--- src/rtl/qspi_flash_rd_slave.sv ---
// SPI-flash read emulation slave: decodes 03h/0Bh frames, requests line fills on
// line change and streams line-buffer RAM words MSB-first with in-line wrap.
module qspi_flash_rd_slave #(
  parameter int          ADDR_W    = 24,
  parameter int          RAM_DW    = 16,
  parameter int          LINE_AW   = 3,
  parameter int          DUMMY_CYC = 8,
  parameter logic [7:0]  CMD_READ  = 8'h03,
  parameter logic [7:0]  CMD_FAST  = 8'h0B
) (
  input  logic               qspi_clk,
  input  logic               rst_n,
  input  logic               qspi_csn,
  input  logic               qspi_di,
  output logic               qspi_do,
  output logic               qspi_do_oe,
  output logic [1:0]         cmd_flag,
  output logic [ADDR_W-1:0]  line_addr,
  output logic               line_req,
  input  logic               line_busy,
  output logic               ram_ren,
  output logic [LINE_AW-1:0] ram_raddr,
  input  logic [RAM_DW-1:0]  ram_rdata,
  output logic               rd_stale
);

  localparam int BYTE_AW = $clog2(RAM_DW / 8);
  localparam int SH_W    = ((ADDR_W > 8) ? ADDR_W : 8) - 1;
  localparam int MAX_CNT = ((SH_W + 1) > DUMMY_CYC) ? (SH_W + 1) : DUMMY_CYC;
  localparam int CNT_W   = $clog2(MAX_CNT);
  localparam int OL_W    = $clog2(RAM_DW + 1);
  localparam logic [ADDR_W-1:0] BYTE_MASK = ADDR_W'((64'd1 << BYTE_AW) - 64'd1);
  localparam logic [ADDR_W-1:0] LINE_MASK = ADDR_W'((64'd1 << (BYTE_AW + LINE_AW)) - 64'd1);

  typedef enum logic [2:0] {S_CMD, S_ADDR, S_DUMMY, S_DATA, S_IGNORE} state_t;

  state_t             state_q, state_d;
  logic [CNT_W-1:0]   bit_cnt;
  logic [SH_W-1:0]    sh_in;
  logic [ADDR_W-1:0]  last_line;
  logic [OL_W-1:0]    load_shift;
  logic [OL_W-1:0]    out_left;
  logic [RAM_DW-1:0]  sh_out;
  logic               do_en;

  logic               cmd_done, addr_done, dummy_done;
  logic [7:0]         opcode;
  logic [ADDR_W-1:0]  addr_full, line_nxt;
  logic [LINE_AW-1:0] widx;
  logic [OL_W-1:0]    off_bits;

  // Opcode/address are taken from the shift register plus the bit on qspi_di,
  // so decode happens in the same edge as the final sample.
  always_comb begin
    opcode    = {sh_in[6:0], qspi_di};
    addr_full = {sh_in[ADDR_W-2:0], qspi_di};
    line_nxt  = addr_full & ~LINE_MASK;
    widx      = LINE_AW'(addr_full >> BYTE_AW);
    off_bits  = OL_W'((addr_full & BYTE_MASK) << 3);
  end

  always_ff @(posedge qspi_clk or negedge rst_n) begin
    if (!rst_n) state_q <= S_CMD;
    else        state_q <= state_d;
  end

  always_comb begin
    state_d    = state_q;
    cmd_done   = 1'b0;
    addr_done  = 1'b0;
    dummy_done = 1'b0;
    if (qspi_csn) begin
      state_d = S_CMD;
    end else begin
      case (state_q)
        S_CMD: if (bit_cnt == CNT_W'(7)) begin
          cmd_done = 1'b1;
          state_d  = (opcode == CMD_READ || opcode == CMD_FAST) ? S_ADDR : S_IGNORE;
        end
        S_ADDR: if (bit_cnt == CNT_W'(ADDR_W - 1)) begin
          addr_done = 1'b1;
          state_d   = cmd_flag[1] ? S_DUMMY : S_DATA;
        end
        S_DUMMY: if (bit_cnt == CNT_W'(DUMMY_CYC - 1)) begin
          dummy_done = 1'b1;
          state_d    = S_DATA;
        end
        default: state_d = state_q;
      endcase
    end
  end

  always_ff @(posedge qspi_clk or negedge rst_n) begin
    if (!rst_n) begin
      bit_cnt    <= '0;
      sh_in      <= '0;
      cmd_flag   <= '0;
      line_addr  <= '0;
      line_req   <= 1'b0;
      last_line  <= '1;
      ram_ren    <= 1'b0;
      ram_raddr  <= '0;
      load_shift <= '0;
      rd_stale   <= 1'b0;
    end else begin
      line_req <= 1'b0;
      ram_ren  <= 1'b0;
      if (qspi_csn) begin
        bit_cnt  <= '0;
        cmd_flag <= '0;
        sh_in    <= '0;
      end else begin
        sh_in <= {sh_in[SH_W-2:0], qspi_di};
        case (state_q)
          S_CMD: begin
            if (bit_cnt == '0) rd_stale <= 1'b0;
            if (cmd_done) begin
              bit_cnt <= '0;
              if (opcode == CMD_READ)      cmd_flag <= 2'b01;
              else if (opcode == CMD_FAST) cmd_flag <= 2'b10;
            end else begin
              bit_cnt <= bit_cnt + CNT_W'(1);
            end
          end
          S_ADDR: begin
            if (addr_done) begin
              bit_cnt    <= '0;
              line_addr  <= line_nxt;
              ram_raddr  <= widx;
              load_shift <= off_bits;
              ram_ren    <= ~cmd_flag[1];
              if (line_nxt != last_line) begin
                line_req  <= 1'b1;
                last_line <= line_nxt;
              end
            end else begin
              bit_cnt <= bit_cnt + CNT_W'(1);
            end
          end
          S_DUMMY: begin
            if (dummy_done) begin
              bit_cnt <= '0;
              ram_ren <= 1'b1;
            end else begin
              bit_cnt <= bit_cnt + CNT_W'(1);
            end
          end
          S_DATA: begin
            // Fetch the next word while the last bit of the current one is on the pin.
            if (out_left == OL_W'(1)) begin
              ram_ren    <= 1'b1;
              ram_raddr  <= ram_raddr + LINE_AW'(1);
              load_shift <= '0;
            end
          end
          default: ;
        endcase
      end
      if (ram_ren && line_busy) rd_stale <= 1'b1;
    end
  end

  always_ff @(negedge qspi_clk or negedge rst_n) begin
    if (!rst_n) begin
      sh_out   <= '0;
      out_left <= '0;
      do_en    <= 1'b0;
    end else if (qspi_csn || state_q != S_DATA) begin
      sh_out   <= '0;
      out_left <= '0;
      do_en    <= 1'b0;
    end else if (ram_ren) begin
      sh_out   <= ram_rdata << load_shift;
      out_left <= OL_W'(RAM_DW) - load_shift;
      do_en    <= 1'b1;
    end else if (do_en) begin
      sh_out   <= {sh_out[RAM_DW-2:0], 1'b0};
      out_left <= out_left - OL_W'(1);
    end
  end

  assign qspi_do    = sh_out[RAM_DW-1];
  assign qspi_do_oe = do_en & ~qspi_csn;

endmodule
--- config.mk ---
export PLATFORM = sky130hd
export DESIGN_NAME = qspi_flash_rd_slave
export DESIGN_NICKNAME = d
export VERILOG_FILES = /design/src/rtl/qspi_flash_rd_slave.sv
export SDC_FILE = /design/constraint.sdc
export NUM_CORES = 1
export LEC_CHECK = 0
export CAP_MARGIN = 30
export CORE_ASPECT_RATIO = 1.2
export CORE_UTILIZATION = 63
export DETAILED_ROUTE_END_ITERATION = 8
export DONT_BUFFER_PORTS = 1
export PLACE_DENSITY_LB_ADDON = 0.15
export SLEW_MARGIN = 20
export SYNTH_ARGS = -nofsm -noshare
export SYNTH_HDL_FRONTEND = slang
export SYNTH_SLANG_ARGS = --single-unit
--- constraint.sdc ---
create_clock -name qspi_clk -period 2.8 [get_ports qspi_clk]
set_clock_uncertainty 0.05 [all_clocks]
set_input_delay 0.28 -clock qspi_clk [delete_from_list [all_inputs] [get_ports qspi_clk]]
set_output_delay 0.28 -clock qspi_clk [all_outputs]
set_load 0.03 [all_outputs]
---- Yosys cells after proc, flatten, opt, wreduce, memory -nomap -nowiden ----
Cells that the tools add are included.
storage, ports and cells
  register bits ........................... 110
  latch bits .............................. 0
  memory bits (writable) .................. 0
  bits in read-only memories .............. 0
  bits of input ports ..................... 21
  logic and storage cells ................. 111
  memories kept ........................... 0
operators by class
  add/subtract/negate cells ............... 4
  multiply operators ...................... 0
  div/mod/pow operators ................... 0
  $lt $le $gt $ge ......................... 0
  eq/ne operators ......................... 16
  shifts and indexed selects .............. 1
  mux-type cells .......................... 53
  bitwise logic cells ..................... 3
  reduce and logical (&&, ||, !) cells .... 20
operators with widths
  kind                   count
  $mux W16               3
  $mux W5                9
  $ne A24 B24 Y1         1
  $mux W1                23
  $mux W23               1
  $mux W3                7
  $shl A16 B5 Y16        1
  $pmux W5 S3            1
  $reduce_and A4 Y1      3
  $reduce_bool A2 Y1     6
  $mux W2                5
  $pmux W5 S2            1
  $ne A3 B3 Y1 const B   3
  $pmux W3 S3            1
  $reduce_and A3 Y1      3
  $eq A8 B2 Y1 const B   1
  $eq A8 B4 Y1 const B   1
  $eq A3 B2 Y1 const B   2
  $pmux W3 S2            1
  $reduce_bool A3 Y1     2
  $add A5 B1 Y5 const B  1
  $eq A5 B1 Y1 const B   1
  $eq A5 B3 Y1 const B   1
  $eq A5 B5 Y1 const B   1
  other kinds (15)       18

---- Longest topological paths before layout ----
Gate-level depths: netlist (run 1).
  word-level depth ........................ 7
  depth in mapped cells ................... 8
  gate-level depth less buffers ........... 7

==> metrics, run 1 <==
count of endpoints failing setup in the final report=5; cell-by-cell trace of the critical path=ha_2 > nor4b_4 > nand2_1 > a21oi_4 > buf_6 > nor2_2 > a31oi_1; post-placement cell area=~5000 um^2; Hold WC Path Type=primary input to flip-flop; endpoint of the worst register-to-register path=ram_raddr[1]$_DFFE_PN0P_; sort of element at the start of the critical path=flip-flop; TritonCTS clock tree=built; maximum single-stage delay on the critical path=0.43 ns; clock sink count=103; final number of max-transition violations=0; fraction of the yosys area taken by sequential cells=0.555; Wirelength per Cell=~17 um; number of flops mapped to enable cells by yosys=0; worst slack, placed=-0.188 ns; post-layout worst setup margin=-0.203 ns; kind of cell adding the most delay to the critical path=flip-flops; Crit path buffers/inverters=1; diode count=0; vias per std cell=about 5.9; Core ar.=slightly above 7000 um^2; Site Rows=34; number of different library cells in the post-synthesis netlist=43; CTS Buffer Depth=2; cell count after synthesis=388; total routing usage reported by global routing=0.242; layout cells sized above 1=0.274; violations in the final reports=setup timing; nature of the critical path endpoint=flip-flop; synthesized area per cell=around 12 um^2; total iterations of the first detailed-routing run=4; critical path start-end classification=flip-flop to flip-flop; area of the die=roughly 8000 um^2; largest fanout on the critical path=4; unrepaired setup endpoints after global routing=yes; max_cap viols=0; total number of yosys warnings=0; hold_sp=qspi_di; count of antenna-violating nets left after detailed routing=0; Final Hold Fails=0; required arrival time at the worst endpoint=a little over 3 ns; cell area power density=approximately 470 nW/um^2; worst vdd ir=between 0.3 and 0.4 mV; worst hold path endpoint=load_shift[3]$_DFFE_PN0P_; die boundary width=80.8 um; total power draw=~2.4 mW; launch instance of the worst register-to-register path=out_left[0]$_DFFE_NN0P_; maximum level of the CTS H-tree=3; via count of the first global-routing pass=slightly below 3000; ports placed on the boundary=55; gpl congestion=0.734; grt total ovfl=0; buffer type at the clock tree root=sky130_fd_sc_hd__clkbuf_8; Nets=430; clock latency at the later pin of the worst-skew pair=between 0.3 and 0.4 ns; fraction of synthesis flops using an asynchronous set or reset pin=1.00; number of buffers inserted during clock tree synthesis=9; starting density of the core=0.648; HPWL Detailed=~5.5 mm; Die Ht=between 90 and 100 um; synth-to-layout area growth=9.95%; Slew @ Worst Pin=0.609 ns; max-slew headroom at the worst pin=0.591; leakage power summed over all cells=around 2.4 nW; data arrival time of the critical path=3.24 ns; register clock-pin slew on the reported worst setup and hold paths=around 0.10 ns; area of all placed cells without fillers=approximately 5200 um^2; total via count in the routed design=~3000; global-route wire length before repair=about 14 mm; antenna violations before repair=0; outcome=finished with violations; Synth Register Bits=103; largest net degree at the start of global routing=82; Top FF cell, synth=sky130_fd_sc_hd__dfrtp_1; total of buffers placed on input and output ports=0; fill count=~520; Starting DRT DRC Count=roughly 190; number of remaining DRC errors=0; highest-delay cell along the critical path=sky130_fd_sc_hd__dfrtn_1; hold path depth=2; cell depth of the worst flop-to-flop path=7; post-synthesis cell area=around 4700 um^2; r2r setup slk=-0.20 ns; share of the core filled with cells in the final layout=0.713; post-detailed-routing wire length=8.60 mm
==> sequential cells by signal, indices dropped and copies added (netlist names), 3 cells and up <==
signal     cells
ram_raddr      3
state_q        3
bit_cnt        5
line_addr     20
out_left       5
sh_in         23
sh_out        16
last_line     21
==> per-stage QoR <==
| stage | TNS, ns | std cells | hold slack [ns] |
|---|---|---|---|
| after floorplan | -0.161 | 391 | -0.0656 |
| after global placement | -0.248 | 477 | -0.0636 |
| after detailed placement | -0.491 | 477 | -0.0637 |
| after CTS | -0.474 | 497 | 0.000635 |
| after global routing | -1.11 | 499 | 0.00374 |
| final | -0.667 | 499 | 0.00868 |
==> repair_timing <==
item	4_1_cts	5_1_grt
resized for setup	1	6
setup endpoints to repair	4	10
setup buffers	0	2
pin swaps	0	4
hold buffers	4	0
hold endpoints to repair	109	0
==> area by class of cell <==
type	count	area [um^2]	area share
inverter	10	37.5	0.00728
timing repair buffer	26	234	0.0454
tap	90	113	0.0218
multi-input combinational	254	1990	0.387
clock buffer	10	128	0.0248
clock inverter	6	46.3	0.00898
sequential	103	2600	0.505
==> layer usage <==
layer,global-route usage,routed length (um),vias to the layer above
met3,0.0488,288,15
li1,-,-,1374
met1,0.320,3780,1518
met4,0.0774,121,0
met2,0.400,4410,62
met5,0,0,-
==> kinds of logic (layout without fill, tap and decap cells) <==
family / Yosys count / in the layout / share of synthesized area
multiplexers: 57 / 57 / 0.147
XOR/XNOR: 25 / 25 / 0.0467
other: 1 / 4 / 0.000800
flip-flops: 103 / 103 / 0.555
AO/OA/AOI/OAI: 51 / 51 / 0.0731
adder cells (fa/ha/maj): 5 / 5 / 0.0133
buffers and inverters: 34 / 52 / 0.0342
AND/OR/NAND/NOR: 112 / 112 / 0.130
==> cell usage after synthesis, drive strengths merged (2+ instances only) <==
| cell | n | area [um^2] |
|---|---|---|
| dfrtn | 22 | 551 |
| a21oi | 15 | 75.1 |
| nand3 | 7 | 35.0 |
| nand4b | 2 | 17.5 |
| xor2 | 8 | 70.1 |
| o31ai | 2 | 15.0 |
| a22o | 3 | 26.3 |
| mux2 | 40 | 518 |
| nor4b | 3 | 26.3 |
| a31oi | 2 | 12.5 |
| or3 | 3 | 18.8 |
| inv | 10 | 37.5 |
| nand4 | 4 | 25.0 |
| o21ai | 7 | 35.0 |
| nand2b | 2 | 20.0 |
| dfrtp | 60 | 1500 |
| clkbuf | 14 | 52.6 |
| nor3 | 8 | 40.0 |
| dfstp | 21 | 552 |
| a31o | 2 | 26.3 |
| mux2i | 17 | 170 |
| nor4 | 4 | 25.0 |
| and2 | 2 | 12.5 |
| nor2 | 29 | 109 |
| xnor2 | 17 | 149 |
| nor2b | 34 | 213 |
| buf | 10 | 70.1 |
| ha | 5 | 62.6 |
| nand2 | 11 | 41.3 |
| a211oi | 17 | 128 |
==> layout by cell type (no fill, tap or decap), drive strengths merged, types with 5 or more instances in the layout <==
| cell | instances |
|---|---|
| o21ai | 7 |
| nor2b | 34 |
| buf | 24 |
| ha | 5 |
| a21oi | 15 |
| mux2 | 40 |
| xor2 | 8 |
| dfrtn | 22 |
| a211oi | 17 |
| dfrtp | 60 |
| dfstp | 21 |
| clkbuf | 10 |
| nor3 | 8 |
| nand2 | 11 |
| nand3 | 7 |
| inv | 11 |
| mux2i | 17 |
| xnor2 | 17 |
| nor2 | 29 |
==> worst max-delay path by stage <==
stage                               end  slack [ns]  cells after the start                    start
2_1_floorplan  ram_raddr[0]$_DFFE_PN0P_       -0.12                      6  out_left[0]$_DFFE_NN0P_
5_1_grt        ram_raddr[1]$_DFFE_PN0P_       -0.28                      7  out_left[0]$_DFFE_NN0P_
3_5_place_dp   ram_raddr[1]$_DFFE_PN0P_       -0.19                      7  out_left[0]$_DFFE_NN0P_
4_1_cts        ram_raddr[1]$_DFFE_PN0P_       -0.17                      7  out_left[0]$_DFFE_NN0P_
3_3_place_gp   ram_raddr[1]$_DFFE_PN0P_       -0.09                      7  out_left[0]$_DFFE_NN0P_
6_report       ram_raddr[1]$_DFFE_PN0P_       -0.20                      7  out_left[0]$_DFFE_NN0P_
==> power by group <==
| part | leakage, nW | switching [mW] | internal [mW] |
|---|---|---|---|
| clock | 0.0829 | 0.515 | 0.328 |
| sequential | 1.35 | 0.00809 | 1.50 |
| combinational | 0.987 | 0.0494 | 0.0212 |
Power figures use the tool's default switching activity.
==> run 2, diff against run 1 <==
--- a/config.mk
+++ b/config.mk
@@ -6,11 +6,12 @@
 export NUM_CORES = 1
 export LEC_CHECK = 0
 export CAP_MARGIN = 30
-export CORE_ASPECT_RATIO = 1.2
+export CORE_ASPECT_RATIO = 1.5
 export CORE_UTILIZATION = 63
 export DETAILED_ROUTE_END_ITERATION = 8
 export DONT_BUFFER_PORTS = 1
 export PLACE_DENSITY_LB_ADDON = 0.15
+export REMOVE_ABC_BUFFERS = 1
 export SLEW_MARGIN = 20
 export SYNTH_ARGS = -nofsm -noshare
 export SYNTH_HDL_FRONTEND = slang
==> run 2 against run 1 <==
Net effect: total power up 4.5%; first-iteration DRC count up 22%; highest routed layer unchanged; largest cell class unchanged; global-route usage about the same; the run still ends with setup timing left; register-to-register slack better by 0.05 ns.
==> metrics, run 2 (synthesis results as in run 1) <==
outcome=finished with violations; violations in the final reports=setup timing; final number of max-transition violations=0; Die Ht=around 110 um; clock sink count=~100; ports placed on the boundary=55; part of the power in the clock network=0.376; sort of element at the start of the critical path=flip-flop; global-route wire length before repair=roughly 14 mm; post-detailed-routing wire length=between 8 and 9 mm; CTS Buffer Depth=2; largest net degree at the start of global routing=between 80 and 90; share of the core filled with cells in the final layout=0.718; cell internal power dissipation=about 2.0 mW; gr busiest metal=met2; combinational share of power=0.029; Final Hold Fails=0; synth-to-layout area growth=10.7%; Core ar.=7230 um^2; area of all placed cells without fillers=approximately 5200 um^2; HPWL Detailed=~5.4 mm; portion of total power attributed to sequential cells=0.595; worst slack, placed=-0.316 ns; hold path depth=3; total routing usage reported by global routing=0.241; layout cells sized above 1=0.263; area of the die=between 7000 and 8000 um^2; data arrival time of the critical path=between 3 and 4 ns; met2 routing resource usage after global routing=0.397; Hold WC Path Type=primary input to flip-flop; Nets=431; count of antenna-violating nets left after detailed routing=0; cell depth of the worst flop-to-flop path=7; leakage power summed over all cells=between 2 and 2.5 nW; commonest non-fill, non-tap cell in the layout=sky130_fd_sc_hd__dfrtp_1; gpl congestion=around 0.77; TritonCTS clock tree=built; number of remaining DRC errors=0; via count of the first global-routing pass=slightly below 3000; post-layout worst setup margin=-0.157 ns; max_cap viols=0; cell area power density=487 nW/um^2; largest fanout on the critical path=6; count of endpoints failing setup in the final report=4; register with the highest flop count=sh_in; total iterations of the first detailed-routing run=4; Hold Slack=between 0.15 and 0.2 ns; vias per std cell=approximately 5.6; net switching fraction of the power=0.211; die boundary width=about 72 um; worst vdd ir=~0.37 mV; required arrival time at the worst endpoint=roughly 3 ns; starting density of the core=0.649; register clock-pin slew on the reported worst setup and hold paths=approximately 0.090 ns; max-slew headroom at the worst pin=0.639; Global Route met3 Usage=0.0543; Site Rows=38; Slew @ Worst Pin=around 0.54 ns; met1 Resource Use GR=0.303; TNS Setup=-0.432 ns; largest registers=sh_in (23), last_line (21), line_addr (20); buffer type at the clock tree root=sky130_fd_sc_hd__clkbuf_8; maximum level of the CTS H-tree=3; critical path start-end classification=flip-flop to flip-flop; number of flip-flops in the largest register=23; number of buffers inserted during clock tree synthesis=9; post-placement cell area=about 4900 um^2; total via count in the routed design=around 2900; commonest cells after routing, fill and taps aside=sky130_fd_sc_hd__dfrtp_1 (60), sky130_fd_sc_hd__nor2b_1 (33), sky130_fd_sc_hd__nor2_1 (29); antenna violations before repair=0; nature of the critical path endpoint=flip-flop; unrepaired setup endpoints after global routing=yes; Wirelength per Cell=16.6 um; clock latency at the later pin of the worst-skew pair=approximately 0.36 ns; diode count=0; Starting DRT DRC Count=230; switching power=between 0.5 and 0.6 mW; total of buffers placed on input and output ports=0; grt total ovfl=0
==> run 2: what timing repair did <==
item                       in CTS  in global routing
pin swaps                       3                  0
hold endpoints to repair      111                  0
hold buffers                    5                  0
gates resized for setup         8                  1
setup endpoints to repair       6                  5
setup buffers                   1                  1
==> run 2: per-stage QoR <==
step	total power, mW	cells
after floorplan	1.56	367
after global placement	1.57	488
after detailed placement	1.57	488
after CTS	2.55	509
after global routing	2.63	510
final	2.53	510
==> run 2: layout make-up <==
class | instances | area, um^2
repair buffers | 27 | 244
well taps | 100 | 125
flip-flops and latches | 103 | 2600
multi-input cells | 254 | 1970
fillers | 538 | 2040
clock buffers | 15 | 208
clock inverters | 1 | 7.51
inverters | 10 | 37.5
==> run 2: worst max-delay path, stage by stage, from the launching register on <==
cell and delay, ns:
sky130_fd_sc_hd__dfrtn_1 0.42, sky130_fd_sc_hd__ha_2 0.17, sky130_fd_sc_hd__nor4b_4 0.21, sky130_fd_sc_hd__nand2_1 0.08, sky130_fd_sc_hd__a21oi_1 0.13, sky130_fd_sc_hd__buf_4 0.16
sky130_fd_sc_hd__mux2i_1 0.18, sky130_fd_sc_hd__nand2_1 0.07
==> run 2: metal layers <==
metal | part of all wire | wire length, um
met1 | 0.42 | 3600
met2 | 0.52 | 4390
met3 | 0.034 | 291
met4 | 0.023 | 198
met5 | 0 | 0
==> run 2: final timing paths <==
kind / start / endpoint / slack, ns
min reg2reg: last_line[3]$_DFFE_PN1P_ / last_line[3]$_DFFE_PN1P_ / 0.45
min in group asynchronous: rst_n / sh_in[2]$_DFF_PN0_ / 0.44
max in group asynchronous: rst_n / out_left[1]$_DFFE_NN0P_ / 1.71
max: out_left[0]$_DFFE_NN0P_ / ram_raddr[0]$_DFFE_PN0P_ / -0.16
min: qspi_csn / bit_cnt[3]$_DFFE_PN0P_ / 0.15
max reg2reg: out_left[0]$_DFFE_NN0P_ / ram_raddr[0]$_DFFE_PN0P_ / -0.16
==> run 2: power by group through the flow <==
| stage | sequential [mW] | clock, mW | combinational [mW] |
|---|---|---|---|
| floorplan | 1.53 | 0 | 0.0293 |
| global placement | 1.53 | 0 | 0.0344 |
| detailed placement | 1.53 | 0 | 0.0373 |
| CTS | 1.50 | 0.971 | 0.0762 |
| global route | 1.50 | 1.04 | 0.0833 |
| finish | 1.50 | 0.949 | 0.0745 |
